--- src/rtl/median_frame_ctrl.sv ---
// Frame sequencer for the 3x3 binary median window scanner: hands a buffered frame to the
// scanner, waits for completion, thresholds the active-window count and releases the buffer.
module median_frame_ctrl #(
    parameter int unsigned COUNT_WIDTH    = 13,
    parameter int unsigned ACTIVE_THRESH  = 100,
    parameter int unsigned SETTLE_CYCLES  = 2,
    parameter int unsigned TIMEOUT_CYCLES = 1048576,
    parameter int unsigned TIMER_WIDTH    = 21
) (
    input  logic                   clk,
    input  logic                   reset,
    input  logic                   enable,
    input  logic                   frame_valid,
    output logic                   frame_release,
    output logic                   filter_init,
    output logic                   filter_start,
    input  logic                   filter_done,
    input  logic [COUNT_WIDTH-1:0] filter_count,
    output logic [COUNT_WIDTH-1:0] result_count,
    output logic                   result_detect,
    output logic                   result_valid,
    output logic                   timeout_err,
    output logic [15:0]            frames_done,
    output logic                   busy
);

    localparam int unsigned SETTLE_WIDTH = (SETTLE_CYCLES > 1) ? $clog2(SETTLE_CYCLES) : 1;

    typedef enum logic [2:0] {IDLE, INIT, RUN, DRAIN, REPORT} stateT;

    stateT                   state;
    stateT                   nextState;
    logic [TIMER_WIDTH-1:0]  watchdog;
    logic [SETTLE_WIDTH-1:0] settleCnt;
    logic [COUNT_WIDTH-1:0]  resultCount;
    logic                    resultDetect;
    logic [15:0]             framesCnt;
    logic                    timeoutErr;
    logic                    timeoutPulse;
    logic                    timeoutHit;
    logic                    settleDone;
    logic                    countActive;

    // Comparisons done at 32 bits so no parameter value gets truncated.
    assign timeoutHit  = (32'(watchdog) == TIMEOUT_CYCLES - 1);
    assign settleDone  = (32'(settleCnt) == SETTLE_CYCLES - 1);
    assign countActive = (32'(filter_count) >= ACTIVE_THRESH);

    always_ff @(posedge clk) begin
        if (reset) begin
            state <= IDLE;
        end else begin
            state <= nextState;
        end
    end

    always_comb begin
        nextState = state;
        case (state)
            IDLE:    if (enable && frame_valid) nextState = INIT;
            INIT:    nextState = RUN;
            RUN: begin
                if (filter_done)     nextState = DRAIN;
                else if (timeoutHit) nextState = IDLE;
            end
            DRAIN:   if (settleDone) nextState = REPORT;
            REPORT:  nextState = IDLE;
            default: nextState = IDLE;
        endcase
    end

    always_ff @(posedge clk) begin
        if (reset) begin
            watchdog     <= '0;
            settleCnt    <= '0;
            resultCount  <= '0;
            resultDetect <= 1'b0;
            framesCnt    <= '0;
            timeoutErr   <= 1'b0;
            timeoutPulse <= 1'b0;
        end else begin
            timeoutPulse <= 1'b0;
            case (state)
                INIT: watchdog <= '0;
                RUN: begin
                    watchdog <= watchdog + TIMER_WIDTH'(1);
                    if (filter_done) begin
                        settleCnt <= '0;
                    end else if (timeoutHit) begin
                        timeoutErr   <= 1'b1;
                        timeoutPulse <= 1'b1;
                    end
                end
                DRAIN: begin
                    settleCnt <= settleCnt + SETTLE_WIDTH'(1);
                    if (settleDone) begin
                        resultCount  <= filter_count;
                        resultDetect <= countActive;
                    end
                end
                REPORT: if (framesCnt != '1) framesCnt <= framesCnt + 16'd1;
                default: ;
            endcase
        end
    end

    // Timeout release is registered, so it appears in the first IDLE cycle after RUN.
    always_comb begin
        filter_init   = (state == INIT);
        filter_start  = (state == RUN) || (state == DRAIN);
        result_valid  = (state == REPORT);
        frame_release = (state == REPORT) || timeoutPulse;
        busy          = (state != IDLE);
        result_count  = resultCount;
        result_detect = resultDetect;
        timeout_err   = timeoutErr;
        frames_done   = framesCnt;
    end

endmodule

--- config.mk ---
export PLATFORM = sky130hd
export DESIGN_NAME = median_frame_ctrl
export DESIGN_NICKNAME = d
export VERILOG_FILES = /design/src/rtl/median_frame_ctrl.sv
export SDC_FILE = /design/constraint.sdc
export NUM_CORES = 1
export LEC_CHECK = 0
export CORE_ASPECT_RATIO = 1.2
export CORE_MARGIN = 5
export CORE_UTILIZATION = 47
export CTS_CLUSTER_SIZE = 10
export DETAILED_ROUTE_END_ITERATION = 16
export PLACE_DENSITY = 0.83
export RECOVER_POWER = 100
export SKIP_CTS_REPAIR_TIMING = 1
export SYNTH_ARGS = -nofsm -noshare
export SYNTH_HDL_FRONTEND = slang
export SYNTH_SLANG_ARGS = --single-unit
export TNS_END_PERCENT = 1
--- constraint.sdc ---
create_clock -name clk -period 2.95 [get_ports clk]
set_input_delay 0.59 -clock clk [delete_from_list [all_inputs] [get_ports clk]]
set_output_delay 0.59 -clock clk [all_outputs]
set_load 0.005 [all_outputs]
==> Flow_metrics.wiki <==
{| class="wikitable"
! Metric !! Value
|-
| Result of the run || finished clean
|-
| Remaining global-route overflow || 0
|-
| Post-layout util || 61.3%
|-
| Combined flip-flop and latch cell area || 1140 um^2
|-
| Total of endpoints with negative setup slack in the final report || 0
|-
| Top achievable clock speed || between 300 and 400 MHz
|-
| Total length of routed wires || 6.53 mm
|-
| Number of placement rows || 30
|-
| RSZ-0062 raised after global routing || no
|-
| Crit Path Category || register to output pin
|-
| Global placer's final weighted congestion || roughly 0.87
|-
| Path category of the worst min-delay check || register to register
|-
| Top fanout value on the critical path || 12
|-
| Series of cell instances along the critical path || or3b_2 -> clkinv_1 -> dlygate4sd3_1
|-
| Worst vdd rail ir drop || about 0.34 mV
|-
| Switching power share of the total || between 20% and 30%
|-
| Die area || 7400 um^2
|-
| Internal power summed over all cells || 1310 uW
|-
| Area share of and/or/nand/nor cells after synthesis || 32.5%
|-
| Fraction of the mapped netlist area in compound gates || 18.0%
|-
| Internal reg-to-reg setup slack || 0.33 ns
|-
| Static Leakage || 0.00123 uW
|-
| P_sw || 454 uW
|-
| Buffer levels on the longest clock path || 2
|-
| Pre-CTS setup slack || 0.604 ns
|-
| Top cell family by delay on the critical path || buffers and inverters
|-
| Net count after synthesis || 349
|-
| CP max stage cell || sky130_fd_sc_hd__or3b_2
|-
| Number of vias in the routed layout || between 2000 and 3000
|-
| Total negative setup slack || 0 ns
|-
| Pwr Total || 1770 uW
|-
| Max-slew violation count || 0
|-
| Sequential power share || 45.6%
|-
| Core Box Area || 5630 um^2
|-
| Worst Setup Start Kind || register
|-
| TritonCTS Buffers || 9
|-
| Transition time at the pin with the least slew margin || approximately 1.1 ns
|-
| Power density relative to cell area || 512 nW/um^2
|-
| Clock slew seen by the registers of the worst setup and hold paths || 0.06 ns
|-
| Number of stages on the worst setup path || 3
|-
| Reg-to-reg critical path endpoint || watchdog[18]$_SDFFE_PP0P_
|-
| Number of maximum-capacitance constraint violations || 0
|-
| Routed wirelength normalized by instance count || 14.6 um
|-
| Worst slew margin relative to its limit || 28.1%
|-
| Ys async rst share || 0%
|-
| Fraction of final layout cells with drive strength greater than 1 || around 7.6%
|-
| Endpoint class of the critical path || output pin
|-
| Via density || between 6 and 7
|-
| Number of inserted diodes || 0
|-
| CTS tree || yes
|-
| Clock group share of total power || 40.8%
|-
| Xor-xnor portion of the synthesized cell area || less than 1%
|-
| Combinational share of power || 13.6%
|-
| Initial detailed-routing violation count || 120
|-
| Number of flip-flops and latches in the synthesized netlist || 57
|-
| Count of boundary I/O pins || between 50 and 60
|-
| H-Tree Depth || 3
|-
| Final number of hold-violating endpoints || 0
|-
| Count of mapped cells out of synthesis || roughly 330
|-
| Post-synth EDFFs || 0
|-
| R2R depth || 4
|-
| Proportion of synthesized area in mux cells || around 2.9%
|-
| Total GRT Usage || 18.1%
|-
| Multi-input logic area || 1470 um^2
|-
| Synth Warn # || 0
|-
| Data required, critical path || roughly 2.4 ns
|-
| Fillers || 536
|-
| Number of unique standard cell types used by synthesis || 47
|-
| Beginning of the worst register-to-register path || state[1]$_SDFFE_PP0P_
|-
| # nets final || slightly below 400
|-
| Mean post-synth cell area || 8.25 um^2
|-
| Input/output buffers || 53
|-
| Buffer and inverter count on the worst path || 2
|-
| Netlist area before placement || 2710 um^2
|-
| Floorplan die height || between 90 and 100 um
|-
| Antenna-violating nets left || 0
|-
| Remaining design rule violation count || 0
|-
| Termination of the worst setup path || filter_init
|-
| Global-route wire length before repair || approximately 11 mm
|-
| Number of clock sinks || 57
|-
| Maximum single-stage delay on the critical path || between 0.6 and 0.7 ns
|-
| Adder and majority cell fraction of the synthesized area || less than 1%
|-
| Source of the critical timing path || state[1]$_SDFFE_PP0P_
|-
| Starting Density || 48.2%
|-
| Area added between synthesis and finish || 27.2%
|-
| Horiz. Die Dim || 79.4 um
|-
| Number of global-route vias before repair || 2431
|-
| Most frequently used flop master after synthesis || sky130_fd_sc_hd__dfxtp_1
|-
| Clock Latency Late Sink || 0.33 ns
|-
| Largest family of logic cells by synthesized area || simple AND/OR/NAND/NOR gates
|-
| Ratio of final minimum period to clock period || 94.3%
|-
| Worst endpoint data arrival time || ~2.2 ns
|-
| Root Driver || sky130_fd_sc_hd__clkbuf_8
|-
| Min Tclk post-route || 2.78 ns
|-
| Register area share after synthesis || 42.0%
|-
| Number of antenna violations at the first check in global routing || 0
|-
| Largest net degree at the start of global routing || 40
|-
| Post-Route Skew || 0.0115 ns
|-
| Setup WS post-layout || about 0.17 ns
|-
| Iteration count of the initial detailed-routing pass || 5
|-
| Detail Placement HPWL || 4.57 mm
|}
## sequential cells by signal, summed over array words and instances (netlist names)
signal	cells
watchdog	21
frames_done	16
result_count	13
state	3
result_detect	1
settleCnt	1
timeoutPulse	1
timeout_err	1
## tightest hold or removal path, delay by kind of cell (launching register included)
family | cells | cell delay [ns]
simple gates | 1 | 0.05
compound gates | 1 | 0.05
flops | 1 | 0.30
## per-stage QoR
step | instances | hold slack (ns) | area [um^2]
3_5_place_dp | 431 | 0.446 | 3280
2_1_floorplan | 329 | 0.453 | 2710
6_report | 446 | 0.448 | 3450
4_1_cts | 446 | 0.454 | 3470
3_3_place_gp | 431 | 0.441 | 3280
5_1_grt | 446 | 0.476 | 3450
## layer usage
metal	vias up	share of wire, %	GRT usage (%)
met3	7	4.6	4.24
met4	0	1.2	7.59
li1	1337	-	-
met1	1272	42	21.0
met5	-	0	0
met2	66	52	31.6
## cells in the final DEF (no fill, tap or decap), types with 4 or more instances in the layout
master                            count
sky130_fd_sc_hd__nand3b_1             4
sky130_fd_sc_hd__mux2_2               7
sky130_fd_sc_hd__or3_1               12
sky130_fd_sc_hd__a21oi_1             42
sky130_fd_sc_hd__nor3_1               7
sky130_fd_sc_hd__or4_1               12
sky130_fd_sc_hd__dlygate4sd3_1       37
sky130_fd_sc_hd__clkbuf_8            11
sky130_fd_sc_hd__nand3_1             17
sky130_fd_sc_hd__and3_1               4
sky130_fd_sc_hd__o31ai_1              6
sky130_fd_sc_hd__o21ai_0             14
sky130_fd_sc_hd__dfxtp_1             57
sky130_fd_sc_hd__nand4_1             11
sky130_fd_sc_hd__nor3b_1              7
sky130_fd_sc_hd__and4_1               7
sky130_fd_sc_hd__nor2_1              19
sky130_fd_sc_hd__nand2_1             41
sky130_fd_sc_hd__clkdlybuf4s50_1     15
## worst min-delay path by stage
stage	startpoint	to	depth (start not counted)
final	result_count[0]$_SDFFE_PP0P_	result_count[0]$_SDFFE_PP0P_	2
after global routing	result_count[6]$_SDFFE_PP0P_	result_count[6]$_SDFFE_PP0P_	2
after CTS	result_count[0]$_SDFFE_PP0P_	result_count[0]$_SDFFE_PP0P_	2
after detailed placement	result_count[0]$_SDFFE_PP0P_	result_count[0]$_SDFFE_PP0P_	2
after global placement	result_count[1]$_SDFFE_PP0P_	result_count[1]$_SDFFE_PP0P_	2
after floorplan	result_count[0]$_SDFFE_PP0P_	result_count[0]$_SDFFE_PP0P_	2
## cells in the mapped netlist (3+ instances only)
cell type | n | share of area (%)
sky130_fd_sc_hd__and4_1 | 7 | 2.3
sky130_fd_sc_hd__or4_1 | 12 | 3.3
sky130_fd_sc_hd__nand2_1 | 41 | 5.7
sky130_fd_sc_hd__nor2_1 | 19 | 2.6
sky130_fd_sc_hd__and3_1 | 4 | 0.92
sky130_fd_sc_hd__nand4_1 | 11 | 2.5
sky130_fd_sc_hd__o21ai_0 | 14 | 2.6
sky130_fd_sc_hd__nor3_1 | 7 | 1.3
sky130_fd_sc_hd__o311ai_0 | 3 | 0.97
sky130_fd_sc_hd__clkbuf_1 | 16 | 2.2
sky130_fd_sc_hd__dfxtp_1 | 57 | 42
sky130_fd_sc_hd__nor3b_1 | 6 | 1.7
sky130_fd_sc_hd__nand3b_1 | 4 | 1.1
sky130_fd_sc_hd__inv_1 | 3 | 0.41
sky130_fd_sc_hd__nand2b_1 | 3 | 0.69
sky130_fd_sc_hd__a21oi_1 | 42 | 7.7
sky130_fd_sc_hd__o31ai_1 | 6 | 1.7
sky130_fd_sc_hd__or3_1 | 12 | 2.8
sky130_fd_sc_hd__nand3_1 | 17 | 3.1
sky130_fd_sc_hd__mux2_2 | 7 | 2.9
sky130_fd_sc_hd__o211ai_1 | 3 | 0.83
## cell type report
cell class                 count  share of cell area (%)
tap                           64                    2.32
multi-input combinational    249                    42.7
timing repair buffer          57                    15.9
clock inverter                 3                    1.16
clock buffer                  12                    4.49
inverter                       4                   0.435
sequential                    57                    33.1
## logic make-up (layout without fill, tap and decap cells)
family | Yosys count | after routing
mux | 7 | 7
xor+xnor | 1 | 1
flops | 57 | 57
compound gates | 81 | 81
buf+inv | 23 | 76
simple gates | 158 | 158
fa+ha+maj | 2 | 2
## power groups by stage
stage	Clock, uW	Sequential [uW]	Combinational (uW)
6_report	721	806	240
5_1_grt	780	808	265
4_1_cts	735	805	251
3_5_place_dp	0	822	249
3_3_place_gp	0	820	245
2_1_floorplan	0	816	149
Power figures use the tool's default switching activity.
